<file path="src/rtl/aig_tt_sweeper.sv">
// aig_tt_sweeper: exhaustive truth-table sweeper for a small combinational AIG.
// Issues every input pattern once and captures the single output into tt.
// Each captured bit is compared against a latched expected table, which yields
// a mismatch count and the lowest failing pattern index.
module aig_tt_sweeper #(
  parameter int NPI      = 5,
  parameter int EVAL_LAT = 0,
  localparam int TT      = 1 << NPI
) (
  input  logic              clk,
  input  logic              rst,
  input  logic              start,
  input  logic              abort,
  input  logic [TT-1:0]     exp_tt,
  output logic [NPI-1:0]    pat,
  output logic              pat_valid,
  input  logic              po,
  output logic              busy,
  output logic              done,
  output logic [TT-1:0]     tt,
  output logic [NPI:0]      mism_cnt,
  output logic [NPI-1:0]    first_mis,
  output logic              mis_found
);

  typedef enum logic [1:0] {
    IDLE  = 2'd0,
    SWEEP = 2'd1,
    DRAIN = 2'd2
  } state_t;

  localparam logic [NPI-1:0] ONE_PAT = 1;
  localparam logic [NPI:0]   ONE_CNT = 1;

  state_t          state;
  logic [TT-1:0]   exp_q;
  logic            flush;
  logic            cap_v;
  logic [NPI-1:0]  cap_i;

  // An abort only counts while a sweep or drain is running.
  assign flush = abort && busy;

  // Tag line: the (valid, index) tag that lines up with po on the current edge.
  generate
    if (EVAL_LAT == 0) begin : g_no_delay
      assign cap_v = pat_valid;
      assign cap_i = pat;
    end else begin : g_delay
      logic [EVAL_LAT-1:0] dly_v;
      logic [NPI-1:0]      dly_i [EVAL_LAT];

      // Shift the issued pattern tag along with the evaluation pipeline.
      always_ff @(posedge clk) begin
        if (rst || flush) begin
          dly_v <= '0;
          for (int j = 0; j < EVAL_LAT; j++) begin
            dly_i[j] <= '0;
          end
        end else begin
          dly_v[0] <= pat_valid;
          dly_i[0] <= pat;
          for (int j = 1; j < EVAL_LAT; j++) begin
            dly_v[j] <= dly_v[j-1];
            dly_i[j] <= dly_i[j-1];
          end
        end
      end

      assign cap_v = dly_v[EVAL_LAT-1];
      assign cap_i = dly_i[EVAL_LAT-1];
    end
  endgenerate

  // Sequencer FSM: pattern issue, capture/compare and registered result outputs.
  always_ff @(posedge clk) begin
    if (rst) begin
      state     <= IDLE;
      exp_q     <= '0;
      pat       <= '0;
      pat_valid <= 1'b0;
      busy      <= 1'b0;
      done      <= 1'b0;
      tt        <= '0;
      mism_cnt  <= '0;
      first_mis <= '0;
      mis_found <= 1'b0;
    end else begin
      done <= 1'b0;
      case (state)
        IDLE: begin
          if (start) begin
            exp_q     <= exp_tt;
            tt        <= '0;
            mism_cnt  <= '0;
            first_mis <= '0;
            mis_found <= 1'b0;
            pat       <= '0;
            pat_valid <= 1'b1;
            busy      <= 1'b1;
            state     <= SWEEP;
          end
        end
        SWEEP, DRAIN: begin
          if (abort) begin
            state     <= IDLE;
            busy      <= 1'b0;
            pat_valid <= 1'b0;
          end else begin
            if (state == SWEEP) begin
              if (&pat) begin
                pat_valid <= 1'b0;
                state     <= DRAIN;
              end else begin
                pat <= pat + ONE_PAT;
              end
            end
            if (cap_v) begin
              tt[cap_i] <= po;
              if (po != exp_q[cap_i]) begin
                mism_cnt <= mism_cnt + ONE_CNT;
                if (!mis_found) begin
                  first_mis <= cap_i;
                  mis_found <= 1'b1;
                end
              end
              if (&cap_i) begin
                state <= IDLE;
                busy  <= 1'b0;
                done  <= 1'b1;
              end
            end
          end
        end
        default: begin
          state     <= IDLE;
          busy      <= 1'b0;
          pat_valid <= 1'b0;
        end
      endcase
    end
  end

endmodule

</file>
<file path="config.mk">
export PLATFORM = sky130hd
export DESIGN_NAME = aig_tt_sweeper
export DESIGN_NICKNAME = d
export VERILOG_FILES = /design/src/rtl/aig_tt_sweeper.sv
export SDC_FILE = /design/constraint.sdc
export NUM_CORES = 1
export LEC_CHECK = 0
export ABC_CLOCK_PERIOD_IN_PS = 6500
export BUFFER_PORTS_ARGS = -buffer_cell sky130_fd_sc_hd__buf_2
export CORE_ASPECT_RATIO = 0.9
export CORE_MARGIN = 1.5
export CORE_UTILIZATION = 60
export DETAILED_ROUTE_END_ITERATION = 12
export PLACE_DENSITY = 0.86
export SYNTH_ARGS = -nofsm -noshare
export SYNTH_HDL_FRONTEND = slang
export SYNTH_SLANG_ARGS = --single-unit
</file>
<file path="constraint.sdc">
create_clock -name clk -period 6.5 [get_ports clk]
set_input_delay 0 -clock clk [delete_from_list [all_inputs] [get_ports clk]]
set_output_delay 0 -clock clk [all_outputs]
set_load 0.02 [all_outputs]
</file>
# ---- After elaboration in Yosys (flattened, before gate mapping)
# Index checks and enable logic that the tools add are counted.
dict set report classes {
  mux 45
  n_reduce_logical 13
  n_addsub 2
  n_lt_le_gt_ge 2
  eq_ne 13
  bitwise 2
}
# cell n
set ops {}
lappend ops {{2-to-1 mux 32 bit} 3}
lappend ops {{one-hot mux 32 bit (2 select lines)} 1}
lappend ops {{2-to-1 mux 5 bit} 8}
lappend ops {{bitwise mux 32 bit} 1}
lappend ops {{2-to-1 mux 6 bit} 4}
lappend ops {{one-hot mux 5 bit (2 select lines)} 2}
lappend ops {{AND reduction 5 bit} 3}
lappend ops {{inequality test 2 bit (second input constant)} 7}
lappend ops {{2-to-1 mux 1 bit} 13}
lappend ops {{2-to-1 mux 2 bit} 6}
lappend ops {{one-hot mux 6 bit (2 select lines)} 1}
lappend ops {{inequality test 3 bit (second input constant)} 3}
lappend ops {{adder 6 x 1 -> 6 bit (second input constant)} 1}
lappend ops {{less-than comparator 5 x 6 -> 1 bit (second input constant)} 1}
lappend ops {{one-hot mux 1 bit (2 select lines)} 3}
lappend ops {{AND reduction 3 bit} 2}
lappend ops {{AND reduction 6 bit} 1}
lappend ops {{adder 5 x 1 -> 5 bit (second input constant)} 1}
lappend ops {{binary-select mux 1 bit (select 5 bit)} 1}
lappend ops {{demux 1 bit (select 5 bit)} 1}
lappend ops {{greater-or-equal comparator 5 x 1 -> 1 bit (second input constant)} 1}
lappend ops {{one-hot mux 2 bit (2 select lines)} 1}
lappend ops {{AND reduction 4 bit} 1}
lappend ops {{OR reduction 4 bit} 1}
lappend ops {{9 further kinds} 10}
dict set report word_totals {
  wordCells 87
  inputBits 37
  ff_bits 86
  output_inout_bits 52
}

# ---- Longest topological paths before layout
dict set report depth {
  depth_word 8
  depth_mapped 10
  depth_no_buf 8
}

# ---- Worst setup path before layout
# No wires, ideal clock.
dict set report synth_timing {
  path_type {reg2reg}
  startpoint {reg pat[0]}
  endpoint {reg mism_cnt[4]}
  stages_incl_launch_ff 9
  setup_time_ps 74
  t_arrival_ps 2564
  setup_slack_ps 3861
  synth_period_minus_slack_ps 2639
  t_required_ps 6426
  path_buffers 2
  cell_sequence {dfxtp_1 > buf_6 > buf_6 > mux4_2 > a22oi_2 > o41ai_2 > or3_1 > a2111o_1 > a31oi_1}
}
dict set report synth_via {
  elab_chain_cells 5
}
# element line_no
set synth_rtl {}
lappend synth_rtl {{start, declared} 15} ;# output logic [NPI-1:0] pat,
lappend synth_rtl {{start signal, assigned} 115} ;# pat <= pat + ONE_PAT;
lappend synth_rtl {{binary-select mux 1 bit (select 5 bit)} 120} ;# if (po != exp_q[cap_i]) begin
lappend synth_rtl {{2-to-1 mux 1 bit (not written as such)} 120}
lappend synth_rtl {{inequality test 1 bit} 120}
lappend synth_rtl {{inequality test 2 bit (no line)} -}
lappend synth_rtl {{AND reduction 5 bit (no line)} -}
lappend synth_rtl {{end signal, assigned} 121} ;# mism_cnt <= mism_cnt + ONE_CNT;
lappend synth_rtl {{end, declared} 21} ;# output logic [NPI:0] mism_cnt,
# No other way between the ends. The select of a mux whose other input is x is not followed.
# A chain may end at the register's enable or synchronous reset.

# ---- Worst setup path in the final report
dict set report layout_timing {
  startpoint {reg pat[0]}
  endpoint {reg first_mis[3]}
}
dict set report layout_via {
  elab_chain_cells 5
}
# element line_no
set layout_rtl {}
lappend layout_rtl {{binary-select mux 1 bit (select 5 bit)} 120}
lappend layout_rtl {{2-to-1 mux 1 bit (not written as such)} 120}
lappend layout_rtl {{inequality test 1 bit} 120}
lappend layout_rtl {{inequality test 2 bit (no line)} -}
lappend layout_rtl {{AND reduction 6 bit (no line)} -}
lappend layout_rtl {{end signal, assigned} 123} ;# first_mis <= cap_i;
lappend layout_rtl {{end, declared} 22} ;# output logic [NPI-1:0] first_mis,
# No other way between the ends. The select of a mux whose other input is x is not followed.

==> metrics.yaml <==
run_status:
  status: "completed"
yosys:
  yosysSeqAreaShare: 0.385
  ys_types: 48
  ys_ff_latch: 86
  synth_edf_count: 0
  synthArstFlopShare: 0
  synth_top_area_frac: 0.385
  synth_area_leaders: "dfxtp_1 39%, nand2_1 10%, mux2_2 8.3%"
  syn_area_per_cell_um2: 8.15
  synth_cells: 548
  synth_top_cell_by_area: "dfxtp_1"
  syn_area_um2: 4470
  synthFlopType: "dfxtp_1"
  syn_nets: 595
  ys.warnings.count: 0
critical_path:
  cp-start-kind: "flip-flop"
  path_class: "reg2reg"
  arrival_ns: 3.38
  worstPathRequired_ns: 6.74
  cp_cell_sequence: "mux4_2 -> a22oi_2 -> o41ai_2 -> nor3_1 -> nor3_1 -> o311ai_0"
  critPathTopFamily: "flip-flops"
  max_stage_delay_ns: 0.87
  cp-end-kind: "flip-flop"
  timing.critical_path.buf_inv: 0
  slowest_stage: "dfxtp_1"
  critPathMaxFanout: 19
  worst_path_most_repeated_cell: "nor3_1"
routing:
  drt_pass1_iterations: 7
  drc: 0
  drt-total-wl_mm: 12.2
  route.vias.total: 4495
  vias_per_cell: 6.11
  drt_iter0_markers: 427
  wl_per_cell_um: 16.5
  ant_nets: 0
timing:
  fmaxAchievable_mhz: 318
  max_slew.worst_pin.slew_ns: 1.10
  fin_crit_sh: 0.483
  maxSlewViolCount: 0
  setup_viol: 0
  fin_skew_ns: 0.00926
  fin_hold_ws_ns: 0.0520
  worst_slack_ns: 3.36
  min_period_ns: 3.14
  fin_tns_setup_ns: 0
  relSlewSlack: 0.267
  finalHoldViolCount: 0
  rsz0062_at_grt: "false"
cells_and_area:
  fin_nets: 685
  syn2layout_area_growth_pct: 22.1
  fill_cells: 508
  antennaDiodeCount: 0
  instances_no_fill: 736
  drive_gt1_frac: 0.236
die:
  die_x_um: 94.0
  die_area_um2: 7970
  boundaryPins: 89
  start_util: 0.625
  num_rows: 29
  fp.coreArea_um2: 7150
  die_h_um: 84.9
min_path:
  hold_class: "in2reg"
global_routing:
  antenna_found_initial: 0
  grt_pass1_wl_mm: 19.8
  grt_pass1_vias: 4219
  overflow: 0
  grtUsageTotal: 0.311
  grt_max_degree: 100
clock_tree:
  numClockSinks: 86
  cts_buffer_depth: 2
  h-tree-depth: 3
  cts_tree: "done"
  post-cts-setup-buffers: 0
  clock_latency_ns: 0.37
  clkTransAtPathRegs_ns: 0.09
  cts_made_buffers: 9
  cts_root_buf: "clkbuf_8"
power_and_ir_drop:
  power_density_nw_per_um2: 213
  power_leakage_nw: 2.20
  power_switching_share: 0.265
  pwr-share-clk: 0.395
  p_int_w: 0.000853
  p_switching_w: 0.000307
  combPwrFrac: 0.126
  power_w: 0.00116
  seq_power_share: 0.478
  ir_drop_uv: 150
placed_design:
  dp_cells: 686
  place.gp.congestion: 0.875
  dpl.hpwl_mm: 7.43
  pre_cts_slack_ns: 3.41
  numPortBuffers: 88
run:
  cap_violations: 0
-- sequential cells by signal, summed over array words and instances (netlist names) --
register / flops
busy: 1
exp_q: 32
state: 2
pat: 5
mism_cnt: 6
done: 1
pat_valid: 1
first_mis: 5
tt: 32
mis_found: 1
-- stage by stage --
stage	utilization	area, um^2
finish	0.763	5450
global route	0.763	5450
CTS	0.763	5450
detailed placement	0.681	4870
global placement	0.681	4870
floorplan	-	4470
-- synth_stat cells, types with 2 or more instances --
master     count
a211oi_1       5
a21oi_1       42
a22oi_1       34
a22oi_2        2
a2bb2oi_1      2
a31oi_1        5
a41oi_1        3
and2_1         2
and3_1         2
and3b_1        2
buf_6          2
clkbuf_1      42
dfxtp_1       86
ha_1          10
inv_1          7
mux2_2        33
mux2i_1        2
mux4_2         6
nand2_1      121
nand2b_1       4
nand3_1        4
nand3b_1       6
nand4_1        6
nor2_1        52
nor2b_1        4
nor3_1        15
nor3b_1        3
nor4_1         6
o21a_1         2
o21ai_0        9
o21ai_1        2
o311ai_0       5
o41a_1         2
o41ai_2        2
or3_1          4
or4_1          2
-- what timing repair did --
| action | in CTS | in global routing |
|---|---|---|
| hold endpoints to repair | 36 | 0 |
| hold buffers | 34 | 0 |
| resized for setup | 0 | 0 |
-- worst register-to-register path, delay by kind of cell, from the launching register on --
family | cells | cell delay (ns)
flops | 1 | 0.87
mux | 1 | 0.61
compound gates | 3 | 0.87
simple gates | 2 | 0.68
-- power groups by stage --
stage                     Combinational [W]  Clock [W]  Sequential, W
after floorplan                   0.0000931          0       0.000564
after global placement             0.000123          0       0.000565
after detailed placement           0.000126          0       0.000566
after CTS                          0.000142   0.000461       0.000554
after global routing               0.000160   0.000481       0.000557
final                              0.000147   0.000459       0.000555
-- final timing paths --
| kind | cells past startpoint | to | slack (ns) | startpoint |
|---|---|---|---|---|
| max reg2reg | 6 | first_mis[3] | 3.36 | pat[0] |
| max | 6 | first_mis[3] | 3.36 | pat[0] |
| min | 3 | mism_cnt[2] | 0.05 | po |
| min reg2reg | 2 | exp_q[26] | 0.46 | exp_q[26] |
-- kinds of logic after synthesis --
logic type | after synthesis | synth area share
simple gates | 235 | 0.232
compound gates | 123 | 0.189
flops | 86 | 0.385
buf+inv | 53 | 0.0482
mux | 41 | 0.118
fa+ha+maj | 10 | 0.0280
-- final cells by class --
cell class / instances / area (um^2) / area share
Tap cell: 93 / 116 / 0.0213
Clock buffer: 9 / 124 / 0.0227
Multi-Input combinational cell: 409 / 2540 / 0.466
Sequential cell: 86 / 1720 / 0.316
Timing Repair Buffer: 125 / 803 / 0.147
Clock inverter: 7 / 120 / 0.0220
Inverter: 7 / 26.3 / 0.00482
-- per-layer routing --
layer	up-vias	wire length, um	global-route usage
li1	2117	-	-
met5	-	0	0
met4	0	341	0.114
met1	2121	4900	0.384
met3	41	940	0.0815
met2	216	5980	0.523
-- cell usage in the layout (no fill, tap or decap), drive strengths merged, types with 3 or more instances in the layout --
| master | n |
|---|---|
| clkbuf | 9 |
| dlygate4sd3 | 34 |
| dfxtp | 86 |
| buf | 91 |
| nor4 | 6 |
| a211oi | 5 |
| nor3 | 15 |
| bufinv | 3 |
| mux4 | 6 |
| nand3b | 6 |
| nor2 | 52 |
| or3 | 4 |
| nand3 | 4 |
| nor2b | 4 |
| ha | 10 |
| inv | 8 |
| a22oi | 36 |
| o21ai | 11 |
| o311ai | 5 |
| nand4 | 6 |
| nand2 | 121 |
| nor3b | 3 |
| mux2 | 33 |
| a21oi | 42 |
| nand2b | 4 |
| a41oi | 3 |
| a31oi | 5 |
Note: power is estimated with default switching activity, not from simulation.
